--- config.mk ---
export PLATFORM = sky130hd
export DESIGN_NAME = pipelined_addsub
export DESIGN_NICKNAME = d
export VERILOG_FILES = /design/src/rtl/pipelined_addsub.sv
export SDC_FILE = /design/constraint.sdc
export NUM_CORES = 1
export LEC_CHECK = 0
export ABC_AREA = 1
export BUFFER_PORTS_ARGS = -buffer_cell sky130_fd_sc_hd__buf_2
export CAP_MARGIN = 5
export CORE_MARGIN = 5
export CORE_UTILIZATION = 65
export CTS_BUF_LIST = sky130_fd_sc_hd__clkbuf_2 sky130_fd_sc_hd__clkbuf_4 sky130_fd_sc_hd__clkbuf_8
export DETAILED_ROUTE_END_ITERATION = 6
export PLACE_DENSITY = 0.95
export SLEW_MARGIN = 30
export SYNTH_ARGS = -nofsm -noshare
export SYNTH_HDL_FRONTEND = slang
export SYNTH_SLANG_ARGS = --single-unit
--- constraint.sdc ---
create_clock -name clk -period 14.6 [get_ports clk]
set_input_delay 2.19 -clock clk [delete_from_list [all_inputs] [get_ports clk]]
set_output_delay 2.19 -clock clk [all_outputs]
set_load 0.01 [all_outputs]
--- src/rtl/pipelined_addsub.sv ---
// pipelined_addsub: WIDTH-bit add/subtract split into STAGES carry-chained segments, one per clock.
// Optional build macro ADDSUB_SATURATE_EN clamps signed-overflowing results to signed max/min.
module pipelined_addsub #(
    parameter int WIDTH  = 32,
    parameter int STAGES = 4
) (
    input  logic             clk,
    input  logic             reset,
    input  logic             in_valid,
    output logic             in_ready,
    input  logic [WIDTH-1:0] input1,
    input  logic [WIDTH-1:0] input2,
    input  logic             carryin,
    input  logic             op_sub,
    output logic             out_valid,
    input  logic             out_ready,
    output logic [WIDTH-1:0] sum,
    output logic             carryout,
    output logic             overflow,
    output logic             zero
);
    localparam int SEG  = WIDTH / STAGES;
    localparam int LAST = STAGES - 1;

    // Handshake: an item moves on a rising edge where its valid and the receiver's ready are both 1;
    // the whole pipe advances together whenever the output slot is empty or being drained.
    logic [STAGES-1:0] valid_q, valid_d;
    logic [STAGES-1:0] carry_q, carry_d;
    logic [WIDTH-1:0]  a_q [STAGES];
    logic [WIDTH-1:0]  a_d [STAGES];
    logic [WIDTH-1:0]  b_q [STAGES];
    logic [WIDTH-1:0]  b_d [STAGES];
    logic [WIDTH-1:0]  s_q [STAGES];
    logic [WIDTH-1:0]  s_d [STAGES];
    logic [SEG:0]      seg_sum [STAGES];
    logic              ovf_q, ovf_d;
    logic              zero_q, zero_d;
    logic [WIDTH-1:0]  b_in;
    logic              msb_cin;
    logic              adv;

    always_comb begin
        adv = !valid_q[LAST] || out_ready;
        for (int k = 0; k < STAGES; k++) begin
            a_d[k]     = '0;
            b_d[k]     = '0;
            s_d[k]     = '0;
            seg_sum[k] = '0;
        end
        valid_d = '0;
        carry_d = '0;

        // Subtract is A + ~B + ~borrow, so only the B' and cin forming differs from add.
        b_in       = op_sub ? ~input2 : input2;
        seg_sum[0] = {1'b0, input1[SEG-1:0]} + {1'b0, b_in[SEG-1:0]}
                   + {{SEG{1'b0}}, carryin ^ op_sub};
        a_d[0]     = input1;
        b_d[0]     = b_in;
        s_d[0][SEG-1:0] = seg_sum[0][SEG-1:0];
        carry_d[0] = seg_sum[0][SEG];
        valid_d[0] = in_valid;

        for (int k = 1; k < STAGES; k++) begin
            seg_sum[k] = {1'b0, a_q[k-1][k*SEG +: SEG]} + {1'b0, b_q[k-1][k*SEG +: SEG]}
                       + {{SEG{1'b0}}, carry_q[k-1]};
            a_d[k]     = a_q[k-1];
            b_d[k]     = b_q[k-1];
            s_d[k]     = s_q[k-1];
            s_d[k][k*SEG +: SEG] = seg_sum[k][SEG-1:0];
            carry_d[k] = seg_sum[k][SEG];
            valid_d[k] = valid_q[k-1];
        end

        // Carry into the MSB recovered from the MSB sum bit: c[W-1] = a ^ b' ^ s.
        msb_cin = a_d[LAST][WIDTH-1] ^ b_d[LAST][WIDTH-1] ^ s_d[LAST][WIDTH-1];
        ovf_d   = carry_d[LAST] ^ msb_cin;
`ifdef ADDSUB_SATURATE_EN
        if (ovf_d) begin
            s_d[LAST] = a_d[LAST][WIDTH-1] ? {1'b1, {(WIDTH-1){1'b0}}}
                                           : {1'b0, {(WIDTH-1){1'b1}}};
        end
`endif
        zero_d = (s_d[LAST] == '0);
    end

    always_ff @(posedge clk or posedge reset) begin
        if (reset) begin
            valid_q <= '0;
            carry_q <= '0;
            ovf_q   <= 1'b0;
            zero_q  <= 1'b0;
            for (int k = 0; k < STAGES; k++) begin
                a_q[k] <= '0;
                b_q[k] <= '0;
                s_q[k] <= '0;
            end
        end else if (adv) begin
            valid_q <= valid_d;
            carry_q <= carry_d;
            ovf_q   <= ovf_d;
            zero_q  <= zero_d;
            for (int k = 0; k < STAGES; k++) begin
                a_q[k] <= a_d[k];
                b_q[k] <= b_d[k];
                s_q[k] <= s_d[k];
            end
        end
    end

    assign in_ready  = adv;
    assign out_valid = valid_q[LAST];
    assign sum       = s_q[LAST];
    assign carryout  = carry_q[LAST];
    assign overflow  = ovf_q;
    assign zero      = zero_q;
endmodule

==> metrics <==
post-placement setup slack 8.56 ns; Resized cells post-CTS 0; Critical Path AT 3.86 ns; Final Worst Setup Slack 8.55 ns; H-tree depth 4; max frequency 0.165 GHz; vias per inst 5.27; first-pass GRT wire length 29100 um; TritonCTS clock tree yes; hold_buf cts 0; TritonCTS Sinks 186; CP Capture Type primary output; count of input and output buffers 106; Fin Setup TNS 0 ns; Row Count 42; cell area after layout 9540 sq um; Post-CTS Setup Inserts 0; num ports 107; Crit Path Max Fanout 101; final worst path period share 41.5%; max cap viols 0; count of final max-slew check failures 0; nets@finish 1170; ANT nets after route 0; RSZ-0062 raised after global routing no; area delta synth->final 10.7%; Period minus WS final 6.05 ns; dpl cells 1221; GRT Total Usage 22.4%; Detail Placement HPWL 11500 um; Detailed Route WL 16800 um; routed length per instance 13.4 um; vias in the first global route 6282; die height 125 um; FF+latch area 4650 sq um; die width 125 um; setup violators final 0; asr flop ratio synth 100%; antenna cells 0; Mapped Area 8620 sq um; Slew headroom 37.8%; RR Endpoint zero; top_reg_cell synth dfrtp_1; Worst-Skew Late Latency 0.47 ns; Seq cells post-synth 186; initial antenna violation count 0; Final Non-Filler Cells 1252; clk buf depth 2; fillcell total 956; FF-to-FF setup slack 11.67 ns; Worst-path clk slew 0.09 ns; commonest non-fill, non-tap cell in the layout nand2_1; Synth cell types 32; post-layout util 72.6%; via count 6594; commonest non-fill, non-tap cells in the layout nand2_1 (367), dfrtp_1 (186), buf_2 (106); total gr overflow 0; Post-Route Skew 0.00733 ns; Pre-antenna DRT Iters 5; WP data required 12.41 ns; CP Launch Point out_ready; CTS Root Cell clkbuf_8; Pwr Density 210 nW/um^2; DRC viols 0; Initial Util 65.6%; cts bufs inserted 17; register area share after synthesis 54.0%; Hold WS 0.470 ns; Max VDD drop 0.0931 mV; total power 2.01 mW; cells on worst reg2reg path 9; Synthesized Nets 1084; core footprint 13100 sq um; Critical Path Source Type primary input; Die Area 15700 sq um; largest net degree at the start of global routing 122; layout cells sized above 1 14.4%; Synth Warn # 0; endpoints failing hold 0; Reg2Reg Launch Point valid_q[3]; RePlAce Congestion 0.861; Post-Synthesis Cells 978; end of the critical path in_ready; Post-synth EDFFs 0; CP Class in -> out; leak pwr 4.97 nW; multi-input logic area 3420 sq um; status complete, no violations; placed cell area 9180 sq um; mean area per synthesized cell 8.81 sq um; worst-margin pin slew 0.933 ns; initial DRC count 490; Hold WC Path Type reg -> reg
[cell usage after synthesis (13+ instances only)]
cell      instances  share of area, %
nand3_1          21               1.2
xnor2_1          28               2.8
o21ai_0          67               3.9
o21ai_1          47               2.7
clkbuf_1         14              0.61
inv_1            78               3.4
nor2_1           25               1.1
buf_2            15              0.87
dfrtp_1         186                54
ha_1             28               4.1
a21oi_1          17              0.99
xor2_1           13               1.3
nand2_1         367                16
buf_4            14               1.2
[kinds of logic (layout without fill, tap and decap cells)]
kind of cell | count (synthesis) | after routing | share of synthesized area [%]
flip-flops | 186 | 186 | 54.0
adder cells (fa/ha/maj) | 36 | 36 | 5.92
AND/OR/NAND/NOR | 439 | 439 | 20.2
buffers and inverters | 126 | 224 | 6.40
AO/OA/AOI/OAI | 149 | 149 | 9.10
XOR/XNOR | 42 | 42 | 4.35
[flip-flops by register name, summed over array words and instances (netlist names)]
name / cells
zero: 1
carry_q: 4
b_d: 48
overflow: 1
s_d: 48
a_d: 48
valid_q: 4
sum: 32
[routing by layer]
layer	wire (um)	track usage (%)	vias to the layer above
li1	-	-	3262
met1	7860	32.0	3125
met2	7700	35.0	177
met3	941	4.48	30
met4	323	7.33	0
met5	0	0	-
[critical path, cell delays in order]
cell and delay, ns:
buf_2 0.11, nor2_4 0.09, buf_4 0.68, inv_4 0.45, buf_2 0.28
[worst min-delay path by stage]
stage	startpoint	to	slack, ns	cells after the start
final	b_d[63]	b_d[31]	0.47	2
after global routing	valid_q[2]	valid_q[3]	0.50	2
after CTS	b_d[63]	b_d[31]	0.47	2
after detailed placement	valid_q[2]	valid_q[3]	0.45	2
after global placement	valid_q[2]	valid_q[3]	0.44	2
after floorplan	valid_q[2]	valid_q[3]	0.42	2
[power by group]
group / switching [mW] / leakage [nW] / total [mW] / internal [mW]
logic: 0.519 / 2.53 / 0.829 / 0.311
registers: 0.125 / 2.25 / 0.868 / 0.743
clock network: 0.175 / 0.183 / 0.310 / 0.135
[area by class of cell]
type | instances | area share (%)
Sequential cell | 186 | 48.8
Inverter | 82 | 3.33
Clock buffer | 22 | 3.04
Clock inverter | 9 | 0.682
Multi-Input combinational cell | 666 | 35.8
Tap cell | 176 | 2.31
Timing Repair Buffer | 111 | 6.03
(Power assumes the default switching activity.)
